===== src/rtl/mod_reduce_if.sv =====
// ---------------------------------------------------------------------------
// mod_reduce_if
//   Operand/residue handshake bundle for mod_reduce_seq.
//   Parameters: WIDTH (operand bits), RW (residue bits).
//   Signals:
//     in_valid  - producer offers operand X
//     in_ready  - reducer can take X this cycle
//     X         - unsigned operand
//     out_valid - residue R is valid
//     out_ready - consumer takes R this cycle
//     R         - residue, < MOD whenever out_valid is high
//   master = producer/consumer side, slave = reducer side.
// ---------------------------------------------------------------------------
interface mod_reduce_if #(
  parameter int WIDTH = 200,
  parameter int RW    = 8
);
  logic             in_valid;
  logic             in_ready;
  logic [WIDTH-1:0] X;
  logic             out_valid;
  logic             out_ready;
  logic [RW-1:0]    R;

  modport master (
    output in_valid, X, out_ready,
    input  in_ready, out_valid, R
  );

  modport slave (
    input  in_valid, X, out_ready,
    output in_ready, out_valid, R
  );
endinterface


===== src/rtl/mod_reduce_seq.sv =====
// ---------------------------------------------------------------------------
// mod_reduce_seq
//   Sequential residue engine: R = X mod MOD, folding CHUNK operand bits per
//   clock, most significant chunk first (Horner form). One small fold
//   datapath reused NCHUNK times.
//   Ports:
//     clk  - rising-edge clock
//     rst  - synchronous, active-high reset
//     io   - mod_reduce_if slave (in_valid/in_ready/X, out_valid/out_ready/R)
//     busy - high while a fold is in progress
//   Parameters: WIDTH (>=1), MOD (2..65535), CHUNK (1..8).
// ---------------------------------------------------------------------------
module mod_reduce_seq #(
  parameter int WIDTH = 200,
  parameter int MOD   = 241,
  parameter int CHUNK = 6
) (
  input  logic          clk,
  input  logic          rst,
  mod_reduce_if.slave   io,
  output logic          busy
);

  localparam int RW     = $clog2(MOD);
  localparam int NCHUNK = (WIDTH + CHUNK - 1) / CHUNK;
  localparam int SW     = NCHUNK * CHUNK;           // padded shift width
  localparam int TW     = RW + CHUNK;               // fold intermediate width
  localparam int CW     = (NCHUNK > 1) ? $clog2(NCHUNK) : 1;

  typedef enum logic [1:0] {
    S_IDLE,
    S_RUN,
    S_DONE
  } state_e;

  state_e          state_q, state_d;
  logic [RW-1:0]   acc_q, acc_d;
  logic [SW-1:0]   sr_q, sr_d;
  logic [CW-1:0]   cnt_q, cnt_d;

  logic            in_ready;
  logic            accept;
  logic [TW-1:0]   fold_t;

  // One Horner step: (acc*2^CHUNK + top chunk) mod MOD. Since acc < MOD the
  // intermediate is below MOD*2^CHUNK, so a restoring chain that tries the
  // shifted modulus for k = CHUNK-1..0 leaves an exact residue.
  // NOTE: fold_t is a combinational scratch variable updated step by step,
  // so the chain uses blocking '='; each step must see the previous result.
  always_comb begin
    fold_t = {acc_q, sr_q[SW-1 -: CHUNK]};
    for (int k = CHUNK - 1; k >= 0; k--) begin
      if (fold_t >= (TW'(MOD) << k)) begin
        fold_t = fold_t - (TW'(MOD) << k);
      end
    end
  end

  // in_ready depends only on state and out_ready, never on in_valid.
  assign in_ready = (state_q == S_IDLE) || ((state_q == S_DONE) && io.out_ready);
  assign accept   = io.in_valid && in_ready;

  // NOTE: every variable gets its hold value first so that branches which do
  // not assign it cannot infer a latch.
  always_comb begin
    state_d = state_q;
    acc_d   = acc_q;
    sr_d    = sr_q;
    cnt_d   = cnt_q;

    unique case (state_q)
      S_IDLE: ;
      S_RUN: begin
        acc_d = fold_t[RW-1:0];
        sr_d  = sr_q << CHUNK;
        cnt_d = cnt_q + 1'b1;
        if (cnt_q == CW'(NCHUNK - 1)) begin
          state_d = S_DONE;
        end
      end
      S_DONE: begin
        if (io.out_ready) begin
          state_d = S_IDLE;
        end
      end
      default: state_d = S_IDLE;
    endcase

    // Load overrides the above in IDLE and in a consuming DONE cycle, which
    // is what gives back-to-back operation with no idle gap.
    if (accept) begin
      sr_d    = SW'(io.X);   // zero-extended at the MSB end
      acc_d   = '0;
      cnt_d   = '0;
      state_d = S_RUN;
    end
  end

  // NOTE: sequential state uses non-blocking '<=' so every flop samples
  // pre-edge values regardless of statement order.
  always_ff @(posedge clk) begin
    if (rst) begin
      state_q <= S_IDLE;
      acc_q   <= '0;
      sr_q    <= '0;
      cnt_q   <= '0;
    end else begin
      state_q <= state_d;
      acc_q   <= acc_d;
      sr_q    <= sr_d;
      cnt_q   <= cnt_d;
    end
  end

  // R comes straight from the accumulator flops; no path from X to R.
  assign io.R         = acc_q;
  assign io.out_valid = (state_q == S_DONE);
  assign io.in_ready  = in_ready;
  assign busy         = (state_q == S_RUN);

endmodule


===== src/flat_wrapper.sv =====
// flat-port wrapper written by rule: the top's interface ports become plain ports
module mod_reduce_seq_flat 
#(
  parameter int WIDTH = 200,
  parameter int MOD   = 241,
  parameter int CHUNK = 6
)
  (clk, rst, busy, io_in_valid, io_X, io_out_ready, io_in_ready, io_out_valid, io_R);
  mod_reduce_if #(.WIDTH(WIDTH), .RW(8)) io_i ();
  input  logic clk;
  input  logic rst;
  output logic busy;
  input wire logic [$bits(io_i.in_valid)-1:0] io_in_valid;
  input wire logic [$bits(io_i.X)-1:0] io_X;
  input wire logic [$bits(io_i.out_ready)-1:0] io_out_ready;
  output wire logic [$bits(io_i.in_ready)-1:0] io_in_ready;
  output wire logic [$bits(io_i.out_valid)-1:0] io_out_valid;
  output wire logic [$bits(io_i.R)-1:0] io_R;
  assign io_i.in_valid = io_in_valid;
  assign io_i.X = io_X;
  assign io_i.out_ready = io_out_ready;
  assign io_in_ready = io_i.in_ready;
  assign io_out_valid = io_i.out_valid;
  assign io_R = io_i.R;
  mod_reduce_seq #(.WIDTH(WIDTH), .MOD(MOD), .CHUNK(CHUNK)) u_core (.clk(clk), .rst(rst), .io(io_i), .busy(busy));
endmodule

===== config.mk =====
export PLATFORM = sky130hd
export DESIGN_NAME = mod_reduce_seq_flat
export DESIGN_NICKNAME = d
export VERILOG_FILES = /design/src/rtl/mod_reduce_if.sv /design/src/rtl/mod_reduce_seq.sv /design/src/flat_wrapper.sv
export SDC_FILE = /design/constraint.sdc
export NUM_CORES = 1
export LEC_CHECK = 0
export ABC_CLOCK_PERIOD_IN_PS = 14800
export CAP_MARGIN = 20
export CORE_ASPECT_RATIO = 1.2
export CORE_MARGIN = 2
export CORE_UTILIZATION = 40
export CTS_BUF_LIST = sky130_fd_sc_hd__clkbuf_8
export CTS_CLUSTER_DIAMETER = 100
export DETAILED_ROUTE_END_ITERATION = 12
export PLACE_DENSITY = 0.75
export SLEW_MARGIN = 20
export SYNTH_ARGS = -nofsm -noshare
export SYNTH_HDL_FRONTEND = slang
export SYNTH_SLANG_ARGS = --single-unit

===== constraint.sdc =====
create_clock -name clk -period 14.8 [get_ports clk]
set_clock_uncertainty 0.15 [all_clocks]
set_input_delay 2.96 -clock clk [delete_from_list [all_inputs] [get_ports clk]]
set_output_delay 2.96 -clock clk [all_outputs]
set_load 0.005 [all_outputs]

After elaboration in Yosys (flattened, before gate mapping):

Index checks and enable logic that the tools add are counted.

* bits of input ports: 204
* output and inout port bits: 11
* flip-flop bits (word level): 220
* word-level logic and storage cells: 48

* reduce and logical (&&, ||, !) cells: 8
* bitwise operators: 1
* $add $sub $neg: 7
* $lt $le $gt $ge: 6
* muxes and demuxes: 12
* equal/unequal tests: 8

Operators with widths (count)
* $mux 200: 2
* $mux 14: 5
* $ge 14x10->1 const B: 1
* $ge 14x11->1 const B: 1
* $ge 14x12->1 const B: 1
* $ge 14x13->1 const B: 1
* $ge 14x8->1 const B: 1
* $ge 14x9->1 const B: 1
* $sub 14x10->14 const B: 1
* $sub 14x11->14 const B: 1
* $sub 14x12->14 const B: 1
* $sub 14x13->14 const B: 1
* $sub 14x9->14 const B: 1
* $mux 8: 1
* $sub 8x8->8 const B: 1
* $add 6x1->6 const B: 1
* $eq 6x6->1 const B: 1
* $pmux 2 s3: 1
* $reduce_and 3->1: 2
* $mux 2: 2
* $ne 2x1->1 const B: 2
* $ne 3x1->1 const B: 1
* $ne 3x2->1 const B: 1
* $eq 2x1->1 const B: 1
* 9 further kinds: 10

Depth between registers and ports, before layout:

* depth after elaboration: 12
* depth in mapped cells: 36
* gate-level depth less buffers: 32

Worst setup path after synthesis:

OpenSTA, ideal clock, no wires.

* path kind: reg2reg
* from: register u_core.acc_q[0] (netlist: u_core.io.R[0])
* to: register u_core.acc_q[1] (netlist: u_core.io.R[1])
* data required time: 14.583 ns
* slack: 6.406 ns
* path buffers: 3
* data arrival time: 8.178 ns
* stages on the path, launching flop included: 35
* setup time: 0.067 ns
* period minus slack after synthesis: 8.394 ns
* cells stage by stage: dfxtp_1 or4_1 buf_6 a21oi_4 xnor2_1 ha_1 clkbuf_1 or3b_2 a21oi_1 mux2i_1 a31oi_2 buf_6 xnor2_1 ha_1 and3_1 nor3_1 o32ai_2 a211oi_4 xnor2_1 ha_1 inv_1 a211o_4 o21a_1 nor2_1 xnor2_1 ha_1 nor2b_1 a21oi_2 o311ai_4 xnor2_1 ha_1 nand3b_1 a21o_4 mux2_4 a21oi_2

* word-level cells in the longest chain between the ends: 12
* elaborated cells between the ends (all ways): 18
* classes of those cells: add/sub (6); order compare (6); mux (6)

Ends and longest elaborated chain
* start: declaration: line mod_reduce_seq.sv:37 `logic [RW-1:0] acc_q, acc_d;`
* start signal: assignment: line mod_reduce_seq.sv:104 `acc_q <= '0;`
* start signal: assignment: line mod_reduce_seq.sv:109 `acc_q <= acc_d;`
* $sub 14x13->14 / $ge 14x13->1 (equally long branches): line mod_reduce_seq.sv:54, mod_reduce_seq.sv:53
* $mux 14 (*): line mod_reduce_seq.sv:53 `if (fold_t >= (TW'(MOD) << k)) begin`
* $sub 14x12->14 / $ge 14x12->1 (equally long branches): line mod_reduce_seq.sv:54, mod_reduce_seq.sv:53
* $mux 14 (*): line mod_reduce_seq.sv:53
* $sub 14x11->14 / $ge 14x11->1 (equally long branches): line mod_reduce_seq.sv:54, mod_reduce_seq.sv:53
* $mux 14 (*): line mod_reduce_seq.sv:53
* $sub 14x10->14 / $ge 14x10->1 (equally long branches): line mod_reduce_seq.sv:54, mod_reduce_seq.sv:53
* $mux 14 (*): line mod_reduce_seq.sv:53
* $sub 14x9->14 / $ge 14x9->1 (equally long branches): line mod_reduce_seq.sv:54, mod_reduce_seq.sv:53
* $mux 14 (*): line mod_reduce_seq.sv:53
* $ge 14x8->1 / $sub 8x8->8 (equally long branches): line mod_reduce_seq.sv:53, mod_reduce_seq.sv:54
* $mux 8 (*): line mod_reduce_seq.sv:53

Every way passes the cells marked *; elsewhere a longest branch is shown, timed or not.
A chain may end at the register's enable or synchronous reset.

Worst setup path in the final report:

Ends and elaborated chain as after synthesis.

==> impl_metrics.env <==
export IMPL_status="finished, final reports clean"
export IMPL_synth_largest_area_cell="sky130_fd_sc_hd__dfxtp_1"
export IMPL_clock_sinks=220
export IMPL_cp_data_required_time_ps=15130
export IMPL_crit_type="register to register"
export IMPL_route_detailed_drc=0
export IMPL_dp_final_hpwl_um=23400
export IMPL_fp_dieW_um=161
export IMPL_route_vias_total=11823
export IMPL_clock_tree_htree_level_count=2
export IMPL_finalSetupViolCount=0
export IMPL_num_nets_final=1916
export IMPL_total_die_area_um2=30900
export IMPL_critical_path_max_stage_delay_ps=770
export IMPL_ant_nets=0
export IMPL_grt_max_degree=267
export IMPL_ys_warnings_count=0
export IMPL_antenna_violations_before_repair=5
export IMPL_regToRegSetupSlack_ps=5050
export IMPL_ff_latch_area_um2=4400
export IMPL_drt_iter0_drc=883
export IMPL_initial_utilization_pct=40.9
export IMPL_grt_pass1_vias=11048
export IMPL_power_leakage_nw=5.24
export IMPL_ir_drop_uv=98.2
export IMPL_cpMaxStageDelayCell="sky130_fd_sc_hd__a31oi_2"
export IMPL_postSynth_asyncResetShare_pct=0
export IMPL_tritoncts_clock_tree="built"
export IMPL_clock_insertion_delay_worst_skew_ps=540
export IMPL_drt_wl_total_um=34900
export IMPL_synth_top_cells_by_area="sky130_fd_sc_hd__dfxtp_1, sky130_fd_sc_hd__a311oi_1, sky130_fd_sc_hd__nand2_1"
export IMPL_yosysSeqAreaShare_pct=37.3
export IMPL_final_period_utilization_pct=65.9
export IMPL_cts_repair_resized=0
export IMPL_cts_inserted_buffers=39
export IMPL_timing_setup_tns_ps=0
export IMPL_power_density_nw_per_um2=148
export IMPL_num_io_pins=215
export IMPL_syn_to_final_growth_pct=25.0
export IMPL_dr_pass1_iters=5
export IMPL_die_span_in_y_um=192
export IMPL_synth_edf_count=0
export IMPL_synth_top_area_share_pct=37.3
export IMPL_io_buffers=214
export IMPL_rsz_0062_raised_after_global_routing="no"
export IMPL_slew_headroom_pct=28.7
export IMPL_crit_path_max_fanout=17
export IMPL_synth_top_flop_cell="sky130_fd_sc_hd__dfxtp_1"
export IMPL_multi_input_comb_area_um2=6840
export IMPL_fmax_ghz=0.103
export IMPL_count_of_fill_cells_added_during_filler_insertion=2884
export IMPL_min_path_type="register to register"
export IMPL_type_of_origin_of_the_critical_path="register"
export IMPL_synth_nets=1785
export IMPL_post_drt_wl_per_cell_um=16.5
export IMPL_maxSlewViolCount=0
export IMPL_max_cap_violations=0
export IMPL_nature_of_the_critical_path_endpoint="register"
export IMPL_grt_pass1_wl_um=55200
export IMPL_ys_types=90
export IMPL_finalWorstPathRequiredPeriod_ps=9750
export IMPL_hold_worst_slack_ps=312
export IMPL_post_synth_instance_area_um2=11800
export IMPL_clk_transition_reported_paths_ps=60
export IMPL_core_rowCount=68
export IMPL_synth_ff_latch_count=220
export IMPL_max_slew_worst_pin_slew_ps=1070
export IMPL_floorplan_core_area_um2=28900
export IMPL_grt_use_total_pct=21.4
export IMPL_avgSynthCellArea_um2=7.54
export IMPL_fraction_of_final_layout_cells_with_drive_strength_greater_than_1_pct=6.38
export IMPL_post_synth_most_frequent_cells="sky130_fd_sc_hd__nand2_1, sky130_fd_sc_hd__nor2_1, sky130_fd_sc_hd__dfxtp_1, sky130_fd_sc_hd__a311oi_1, sky130_fd_sc_hd__clkbuf_1"
export IMPL_grt_overflow=0
export IMPL_routabilityCongestion=0.826
export IMPL_finalHoldViolations=0
export IMPL_postCtsHoldBufs=0
export IMPL_post_cts_setup_buffers=0
export IMPL_clock_root_buffer="sky130_fd_sc_hd__clkbuf_8"
export IMPL_arrival_ps=10070
export IMPL_synth_most_common_cell="sky130_fd_sc_hd__nand2_1"
export IMPL_ctsLongestPathBuffers=3
export IMPL_synthesized_netlist_cell_count=1568
export IMPL_route_detailed_vias_per_inst=5.59
==> worst max-delay path, delay by kind of cell (launching register included) <==
| kind | cells | cell delay [ps] |
|---|---|---|
| AND/OR/NAND/NOR | 7 | 2370 |
| AO/OA/AOI/OAI | 11 | 3430 |
| adder cells (fa/ha/maj) | 5 | 1410 |
| multiplexers | 2 | 490 |
| flip-flops | 1 | 420 |
| XOR/XNOR | 5 | 1290 |
| buffers and inverters | 1 | 100 |
==> cells in the final DEF (no fill, tap or decap), drive strengths merged, types with 10 or more instances in the layout <==
cell type,instances
o21ai,28
nor3,13
mux2i,11
a311oi,193
xnor2,24
a21oi,43
nand3,38
o211ai,12
nand2,442
nor2,226
dfxtp,220
inv,34
clkbuf,47
clkdlybuf4s50,213
and3,10
ha,13
==> cell families after synthesis <==
family | after synthesis | synth area share (%)
muxes | 15 | 1.44
and+or+nand+nor | 780 | 27.0
buffers and inverters | 152 | 5.02
DFF | 220 | 37.3
xor gates and xnor gates | 33 | 2.51
AOI/OAI and AO/OA | 355 | 25.4
adders and majority gates | 13 | 1.38
==> final cells by class <==
| class | count | share of cell area, % |
|---|---|---|
| clock inverter | 20 | 0.703 |
| sequential | 220 | 29.8 |
| timing repair buffer | 222 | 15.0 |
| antenna | 4 | 0.0677 |
| tap | 385 | 3.26 |
| clock buffer | 47 | 4.38 |
| inverter | 20 | 0.542 |
| multi-input combinational | 1196 | 46.3 |
==> registers in the layout, indices dropped and copies added, names as in the netlist <==
| name | flops |
|---|---|
| u_core.io.R | 8 |
| u_core.cnt_q | 6 |
| u_core.state_q | 2 |
| u_core.sr_q | 204 |
==> report_power, final <==
group | leakage, nW | internal, mW | switching, mW
Combinational | 2.99 | 0.391 | 0.556
Sequential | 1.82 | 0.650 | 0.0447
Clock | 0.431 | 0.289 | 0.252
Total | 5.24 | 1.33 | 0.853
==> path summary, 6_finish.rpt <==
| kind | endpoint | cells after the start | start |
|---|---|---|---|
| worst min-delay path | u_core.sr_q[40] | 2 | u_core.sr_q[34] |
| worst min register to register | u_core.sr_q[40] | 2 | u_core.sr_q[34] |
| worst max-delay path | u_core.io.R[1] | 31 | u_core.io.R[0] |
| worst max register to register | u_core.io.R[1] | 31 | u_core.io.R[0] |
==> through the flow <==
step | util [%] | std cells | area [µm²] | setup WS [ps] | power [mW]
2_1_floorplan | - | 1568 | 11800 | 6410 | 1.41
3_3_place_gp | 48.5 | 2043 | 14000 | 5370 | 1.64
3_5_place_dp | 48.5 | 2043 | 14000 | 5150 | 1.64
4_1_cts | 51.1 | 2110 | 14800 | 5110 | 2.19
5_1_grt | 51.1 | 2113 | 14800 | 4350 | 2.32
6_report | 51.1 | 2114 | 14800 | 5050 | 2.18
==> per-layer routing <==
layer	vias up	part of all wire, %	global-route usage (%)
met2	327	49	36.7
met3	67	6.5	5.42
met4	4	2.7	7.90
met1	5577	42	25.9
li1	5848	-	-
met5	-	0.095	0
Note: power is estimated with default switching activity, not from simulation.
